`src/rtl/io_pkg.sv`:
```
// rtl/io_pkg.sv - shared widths and types for the receive-side I/O buffer
package io_pkg;
   localparam int WORD_W         = 32;
   localparam int BYTE_W         = 8;
   localparam int BYTES_PER_WORD = 4;

   typedef logic [WORD_W-1:0] word_t;
   typedef logic [BYTE_W-1:0] byte_t;
endpackage

```
`src/rtl/recv_fifo.sv`:
```
// rtl/recv_fifo.sv - show-ahead synchronous word FIFO with occupancy count
module recv_fifo
   import io_pkg::*;
#(
   parameter int DEPTH  = 16,
   parameter int ADDR_W = $clog2(DEPTH)
) (
   input  logic            clk,
   input  logic            rstn,
   input  logic            push,
   input  word_t           push_data,
   input  logic            pop,
   output word_t           head,
   output logic            empty,
   output logic            full,
   output logic [ADDR_W:0] count
);

   logic [ADDR_W-1:0] wr_ptr;
   logic [ADDR_W-1:0] rd_ptr;
   word_t             mem [DEPTH];
   logic              do_push;
   logic              do_pop;

   // Occupancy drives full/empty so pointer equality is never ambiguous.
   assign empty   = (count == '0);
   assign full    = (count == (ADDR_W+1)'(DEPTH));
   assign do_pop  = pop && !empty;
   assign do_push = push && (!full || do_pop);
   assign head    = empty ? '0 : mem[rd_ptr];

   always_ff @(posedge clk) begin
      if (!rstn) begin
         wr_ptr <= '0;
         rd_ptr <= '0;
         count  <= '0;
      end else begin
         if (do_push) wr_ptr <= wr_ptr + 1'b1;
         if (do_pop)  rd_ptr <= rd_ptr + 1'b1;
         case ({do_push, do_pop})
            2'b10:   count <= count + 1'b1;
            2'b01:   count <= count - 1'b1;
            default: count <= count;
         endcase
      end
   end

   // Storage carries no reset; head is masked to zero while empty.
   always_ff @(posedge clk) begin
      if (do_push) mem[wr_ptr] <= push_data;
   end

endmodule

```
`src/rtl/io_recv_buffer.sv`:
```
// rtl/io_recv_buffer.sv - assembles UART bytes into little-endian words for the core
module io_recv_buffer
   import io_pkg::*;
#(
   parameter int DEPTH  = 16,
   parameter int ADDR_W = $clog2(DEPTH)
) (
   input  logic            clk,
   input  logic            rstn,
   input  logic            rx_valid,
   input  byte_t           rx_data,
   output logic            recv_valid,
   output word_t           recv_data,
   input  logic            recv_pop,
   output logic [ADDR_W:0] word_count,
   output logic            overflow
);

   logic [1:0]  idx;
   logic [23:0] partial;
   logic        word_done;
   word_t       word;
   logic        fifo_empty;
   logic        fifo_full;

   assign word_done  = rx_valid && (idx == 2'(BYTES_PER_WORD-1));
   assign word       = {rx_data, partial};
   assign recv_valid = !fifo_empty;

   // Shifting right leaves the earliest byte in the low lane once three have arrived.
   always_ff @(posedge clk) begin
      if (!rstn) begin
         idx      <= '0;
         partial  <= '0;
         overflow <= 1'b0;
      end else begin
         if (rx_valid) begin
            if (word_done) begin
               idx <= '0;
            end else begin
               idx     <= idx + 1'b1;
               partial <= {rx_data, partial[23:BYTE_W]};
            end
         end
         if (word_done && fifo_full && !(recv_pop && !fifo_empty)) overflow <= 1'b1;
      end
   end

   recv_fifo #(
      .DEPTH  (DEPTH),
      .ADDR_W (ADDR_W)
   ) u_fifo (
      .clk       (clk),
      .rstn      (rstn),
      .push      (word_done),
      .push_data (word),
      .pop       (recv_pop),
      .head      (recv_data),
      .empty     (fifo_empty),
      .full      (fifo_full),
      .count     (word_count)
   );

endmodule

```
`config.mk`:
```
export PLATFORM = sky130hd
export DESIGN_NAME = io_recv_buffer
export DESIGN_NICKNAME = d
export VERILOG_FILES = /design/src/rtl/io_pkg.sv /design/src/rtl/recv_fifo.sv /design/src/rtl/io_recv_buffer.sv
export SDC_FILE = /design/constraint.sdc
export NUM_CORES = 1
export LEC_CHECK = 0
export ABC_AREA = 1
export CORE_MARGIN = 2
export CORE_UTILIZATION = 45
export DETAILED_ROUTE_END_ITERATION = 10
export DONT_BUFFER_PORTS = 1
export PLACE_DENSITY = 0.69
export SLEW_MARGIN = 10
export SYNTH_ARGS = -nofsm -noshare
export SYNTH_HDL_FRONTEND = slang
export SYNTH_SLANG_ARGS = --single-unit
```
`constraint.sdc`:
```
create_clock -name clk -period 3.9 [get_ports clk]
set_clock_uncertainty 0.2 [all_clocks]
set_input_delay 0.78 -clock clk [delete_from_list [all_inputs] [get_ports clk]]
set_output_delay 0.78 -clock clk [all_outputs]
set_load 0.01 [all_outputs]
```
### After elaboration in Yosys (flattened, before gate mapping)

Memory sizes are Yosys's and may differ from the RTL's. A register that Yosys moved wholly into a read port is not among the register bits.
Index checks and enable logic that the tools add are counted.

| cells by class | value |
|---|---|
| equality and inequality tests | 4 |
| bitwise operators | 1 |
| reductions and logical operators | 12 |
| shifts and indexed selects | 0 |
| add/sub/neg operators | 5 |
| muxes and demuxes | 7 |
| divide/modulo/power cells | 0 |
| $lt $le $gt $ge | 0 |
| multiply operators | 0 |

Operators with widths:

| kind | number |
|---|---|
| $mux W32 | 1 |
| $pmux W5 S2 | 1 |
| $add A4 B1 Y4 const B | 2 |
| $mux W4 | 2 |
| $add A5 B1 Y5 const B | 1 |
| $eq A5 B5 Y1 const B | 1 |
| $logic_and A1 B1 Y1 | 5 |
| $logic_not A5 Y1 | 1 |
| $sub A5 B1 Y5 const B | 1 |
| $eq A2 B2 Y1 const B | 2 |
| $logic_not A1 Y1 | 3 |
| $add A2 B1 Y2 const B | 1 |
| $eq A2 B1 Y1 const B | 1 |
| $mux W1 | 2 |
| $mux W2 | 1 |
| $reduce_and A2 Y1 | 1 |
| $reduce_bool A2 Y1 | 1 |
| $logic_or A1 B1 Y1 | 1 |
| $not A1 Y1 | 1 |

| storage, ports and cells | value |
|---|---|
| memories kept | 1 |
| bits in read-only memories | 0 |
| register bits | 40 |
| RAM bits | 512 |
| input bits | 12 |
| output and inout port bits | 39 |
| word-level logic and storage cells | 36 |
| latch bits | 0 |

Memory list:

| name | depth | bits a word | read ports | clocked after memory_dff | wr ports | line | text |
|---|---|---|---|---|---|---|---|
| u_fifo.mem | 16 | 32 | 1 | 1 | 1 | recv_fifo.sv:21 | `word_t mem [DEPTH];` |

### Longest topological paths before layout

| logic depth | value |
|---|---|
| word-level depth | 7 |
| mapped depth | 15 |
| gate-level depth less buffers | 15 |

### By module

From an unflattened synthesis, not the netlist that was laid out.

| unflattened totals | value |
|---|---|
| cell total of the unflattened synthesis | 1939 |
| area total of the unflattened synthesis | 22514.1 sq um |

By module, submodules not included:

| module | area an instance (sq um) | cells an instance | instances | sequential area each (sq um) |
|---|---|---|---|---|
| recv_fifo | 21539.4 | 1815 | 1 | 15715.1 |
| io_recv_buffer | 974.7 | 124 | 1 | 540.5 |

### Least setup slack after synthesis

OpenSTA, ideal clock, no wires.

| timing | value |
|---|---|
| path type | input -> register |
| from | input port rx_valid |
| to | memory u_fifo.mem[11][0] (netlist name), enable pin |
| data required time | 3.279 ns |
| buffers on the path | 0 |
| cell stages on the path | 6 |
| setup time | 0.421 ns |
| arrival | 2.727 ns |
| setup slack | 0.552 ns |
| cells stage by stage | nand2_1 nor2_2 inv_1 nor2_1 nand2_1 nor2_1 |

| between the ends | value |
|---|---|
| longest elaborated chain between the ends | 4 |

Ends and longest elaborated chain:

| element | line | text |
|---|---|---|
| from (decl) | io_recv_buffer.sv:10 | `input logic rx_valid,` |
| $logic_and A1 B1 Y1 | io_recv_buffer.sv:26 | `assign word_done = rx_valid && (idx == 2'(BYTES_PER_WORD-1));` |
| $logic_and A1 B1 Y1 | recv_fifo.sv:29 | `assign do_push = push && (!full \|\| do_pop);` |
| $mux W1 | recv_fifo.sv:50 | `if (do_push) mem[wr_ptr] <= push_data;` |
| $mux W1 (implied by the code) | recv_fifo.sv:50 |  |
| to (decl) | recv_fifo.sv:21 |  |

No other way between the ends.

==> impl_metrics.csv <==
group,metric,value,unit
critical_path,rr_worst_depth,6,
logic_synthesis,synth-seq-area-share,0.748,
final_layout,seqCellArea,16300,sq um
routing,antenna_left,0,
power_and_ir_drop,clockPowerShare,0.340,
logic_synthesis,syn_area_per_cell,13.2,sq um
routing,wl_per_cell,23.3,um
timing,drv_slew,0,
logic_synthesis,synth_nets,1673,
global_routing,grt_pass1_wl,80.4,mm
final_layout,layout-drive-gt1-share,0.0873,
logic_synthesis,ys_warn_count,0,
power_and_ir_drop,ir_drop,0.432,mV
run_status,outcome,"complete, no violations",
clock_network,clock_latency,0.60,ns
die,rows,80,
clock_network,clockBufferDepth,3,
logic_synthesis,yosys.area.top_type_share,0.707,
logic_synthesis,netlist_instances,1653,
logic_synthesis,synth.top_cells.by_area,"edfxtp_1, o21ai_0, nor2_1",
global_routing,grt_pass1_vias,13600,
die,die_area,50100,sq um
routing,drt_iter0_drc,1709,
min_path,min_to,"u_fifo.mem[14][29]",
routing,wl,53.5,mm
power_and_ir_drop,p_int,10600,uW
timing,tightestPinTransition,1.03,ns
logic_synthesis,yosysUniqueCellTypes,29,
die,coreArea,47700,sq um
final_layout,insertedDiodeCount,0,
logic_synthesis,synthArstFlopShare,0,
min_path,min_path_type,"primary input to flip-flop",
critical_path,cp.required,2.92,ns
critical_path,cp_data_arrival_time,2.77,ns
routing,vias,13742,
routing,drc,0,
global_routing,grt_max_degree,105,
routing,firstDrtPassIters,6,
power_and_ir_drop,p_comb_frac,0.216,
final_layout,fill_cells,3922,
critical_path,critPathLaunchType,"flip-flop",
global_routing,overflow,0,
final_layout,synthToLayoutAreaGrowth,11.8,%
logic_synthesis,synth_area,21700,sq um
clock_network,cts_tree,"yes",
clock_network,cts_made_buffers,55,
power_and_ir_drop,power.density,634,nW/um^2
logic_synthesis,synth_edf_count,512,
die,start_util,0.455,
logic_synthesis,yosysTopAreaCell,"edfxtp_1",
min_path,worstHoldStart,"rx_data[5]",
power_and_ir_drop,swShare,0.311,
logic_synthesis,ys_seq_elements,556,
placement,dpl-instance-area,22500,sq um
placement,place.gp.congestion,0.753,
critical_path,critPathCaptureType,"output port",
timing,setup_viol,0,
clock_network,cts_root_buf,"clkbuf_16",
clock_network,cts.sink_count,556,
power_and_ir_drop,p_switching,4790,uW
power_and_ir_drop,leakagePower,0.00787,uW
final_layout,postLayoutCellArea,24300,sq um
min_path,worstHoldPathCells,0,
critical_path,critical_path_class,"flip-flop to output port",
die,die_w,224,um
logic_synthesis,synth-main-ff-cell,"edfxtp_1",
timing,rsz0062_at_grt,"no",
timing,slew_headroom,0.313,
placement,hpwl,26.3,mm
critical_path,crit_fanout,45,
power_and_ir_drop,p_seq_frac,0.443,
routing,via_per_inst,5.98,
clock_network,htree_levels,2,
timing,setup_tns,0,ns
critical_path,r2r_setup_slack,1.19,ns
clock_network,clkTransAtPathRegs,0.06,ns
global_routing,antenna_found_initial,0,
timing,min_period,3.75,ns
critical_path,timing.rr.start,"idx[0]",
die,ios,51,
timing,max_freq,0.267,GHz
final_layout,nets,1656,
job,cap_violations,0,
clock_network,post_cts_buffers,0,
die,die_h,224,um
critical_path,r2r_end,"u_fifo.mem[0][31]",
final_layout,multi_input_area,4880,sq um
global_routing,grt_util_all_layers,0.212,
timing,hold_viol_final,0,
placement,io_buffer_count,0,
timing,post-route-period-util,0.961,
[what timing repair did]
action / 4_1_cts / 5_1_grt
resized for setup: 0 / 3
endpoints found under the setup margin: 0 / 3
hold buffers: 0 / 0
[logic make-up after synthesis]
logic type / Yosys count / synth area share
XOR/XNOR: 1 / 0.000403
AO/OA/AOI/OAI: 479 / 0.129
adder cells (fa/ha/maj): 8 / 0.00460
AND/OR/NAND/NOR: 462 / 0.0843
flip-flops: 556 / 0.748
buffers and inverters: 147 / 0.0341
[flip-flops by register name, summed over array words and instances (netlist names), named ones only]
name,count
partial,24
overflow,1
u_fifo.count,5
u_fifo.rd_ptr,4
idx,2
u_fifo.mem,512
u_fifo.wr_ptr,4
[cell type report]
| type | instances | area share |
|---|---|---|
| multi-input combinational | 950 | 0.201 |
| inverter | 32 | 0.00520 |
| clock inverter | 17 | 0.00828 |
| sequential | 556 | 0.669 |
| timing repair buffer | 41 | 0.0202 |
| tap | 615 | 0.0316 |
| clock buffer | 87 | 0.0653 |
[how the worst max path moves through the flow]
stage | start | to | slack, ns | cells after the start
floorplan | rx_valid | u_fifo.mem[11][0] | 0.55 | 6
global route | flip-flop | recv_data[14] | 0.006 | 6
detailed placement | flip-flop | recv_data[14] | 0.75 | 7
finish | flip-flop | recv_data[14] | 0.15 | 6
CTS | flip-flop | recv_data[14] | 0.11 | 7
global placement | flip-flop | recv_data[14] | 0.69 | 7
[placed cells by master (no fill, tap or decap), types with 2 or more instances in the layout]
master     synthesis  final
buf_12             0     14
a21oi_1           41     40
dfxtp_4            0      2
o22ai_1           32     32
clkbuf_8           0      7
bufinv_16          0      4
o21ai_0          285    285
nand3_1           58     58
clkbuf_16          0     56
nand4_1            4      4
buf_4             17     25
clkinv_1           0      5
dfxtp_1           44     41
clkinv_2           0      6
nor2_1           367    350
buf_6             10      2
o221ai_1          96     96
inv_6              0      2
inv_2              2      3
clkbuf_1          55     24
nor2_4             0     16
o21ai_1           21     21
inv_1             29     26
nand2_1           29     29
edfxtp_1         512    512
nor2_2             2      3
a211oi_1           2      2
ha_1               8      8
[power groups by stage]
| stage | Combinational [uW] | Sequential, uW | Clock, uW |
|---|---|---|---|
| 2_1_floorplan | 2530 | 6830 | 0 |
| 3_5_place_dp | 3320 | 6960 | 0 |
| 6_report | 3340 | 6840 | 5250 |
| 4_1_cts | 3330 | 6830 | 5300 |
| 5_1_grt | 3680 | 6850 | 5530 |
| 3_3_place_gp | 3230 | 6950 | 0 |
[synthesized netlist by cell type, types with 2 or more instances]
cell      count
nand2_1      29
nor2_1      367
edfxtp_1    512
nand4_1       4
buf_2        20
nor2_2        2
a21oi_1      41
inv_1        29
buf_4        17
dfxtp_1      44
o21ai_0     285
o221ai_1     96
clkbuf_2      9
o22ai_1      32
o21ai_1      21
a211oi_1      2
ha_1          8
buf_6        10
inv_2         2
buf_1         3
clkbuf_1     55
nand3_1      58
[per-stage QoR]
step                       util  power (uW)  instances  hold slack [ns]  worst slack, ns
after floorplan               -        9360       1653            0.236            0.552
after global placement    0.472       10200       2194            0.249            0.693
after detailed placement  0.472       10300       2194            0.252            0.747
after CTS                 0.509       15500       2298           0.0408            0.114
after global routing      0.509       16100       2298           0.0444          0.00633
final                     0.509       15400       2298           0.0687            0.151
[worst max-delay path, stage by stage, from the launching register on]
cell	delay, ns
dfxtp_4	0.44
clkinv_2	0.41
buf_12	0.29
o21ai_0	0.13
o221ai_1	0.17
nand3_1	0.12
a21oi_1	0.57
[routing by layer]
metal / track usage / vias to the layer above / wire [um]
li1: - / 6157 / -
met1: 0.283 / 6839 / 21900
met4: 0.0776 / 0 / 1470
met5: 0 / - / 0
met3: 0.0403 / 109 / 4550
met2: 0.349 / 637 / 25700
(Power assumes the default switching activity.)
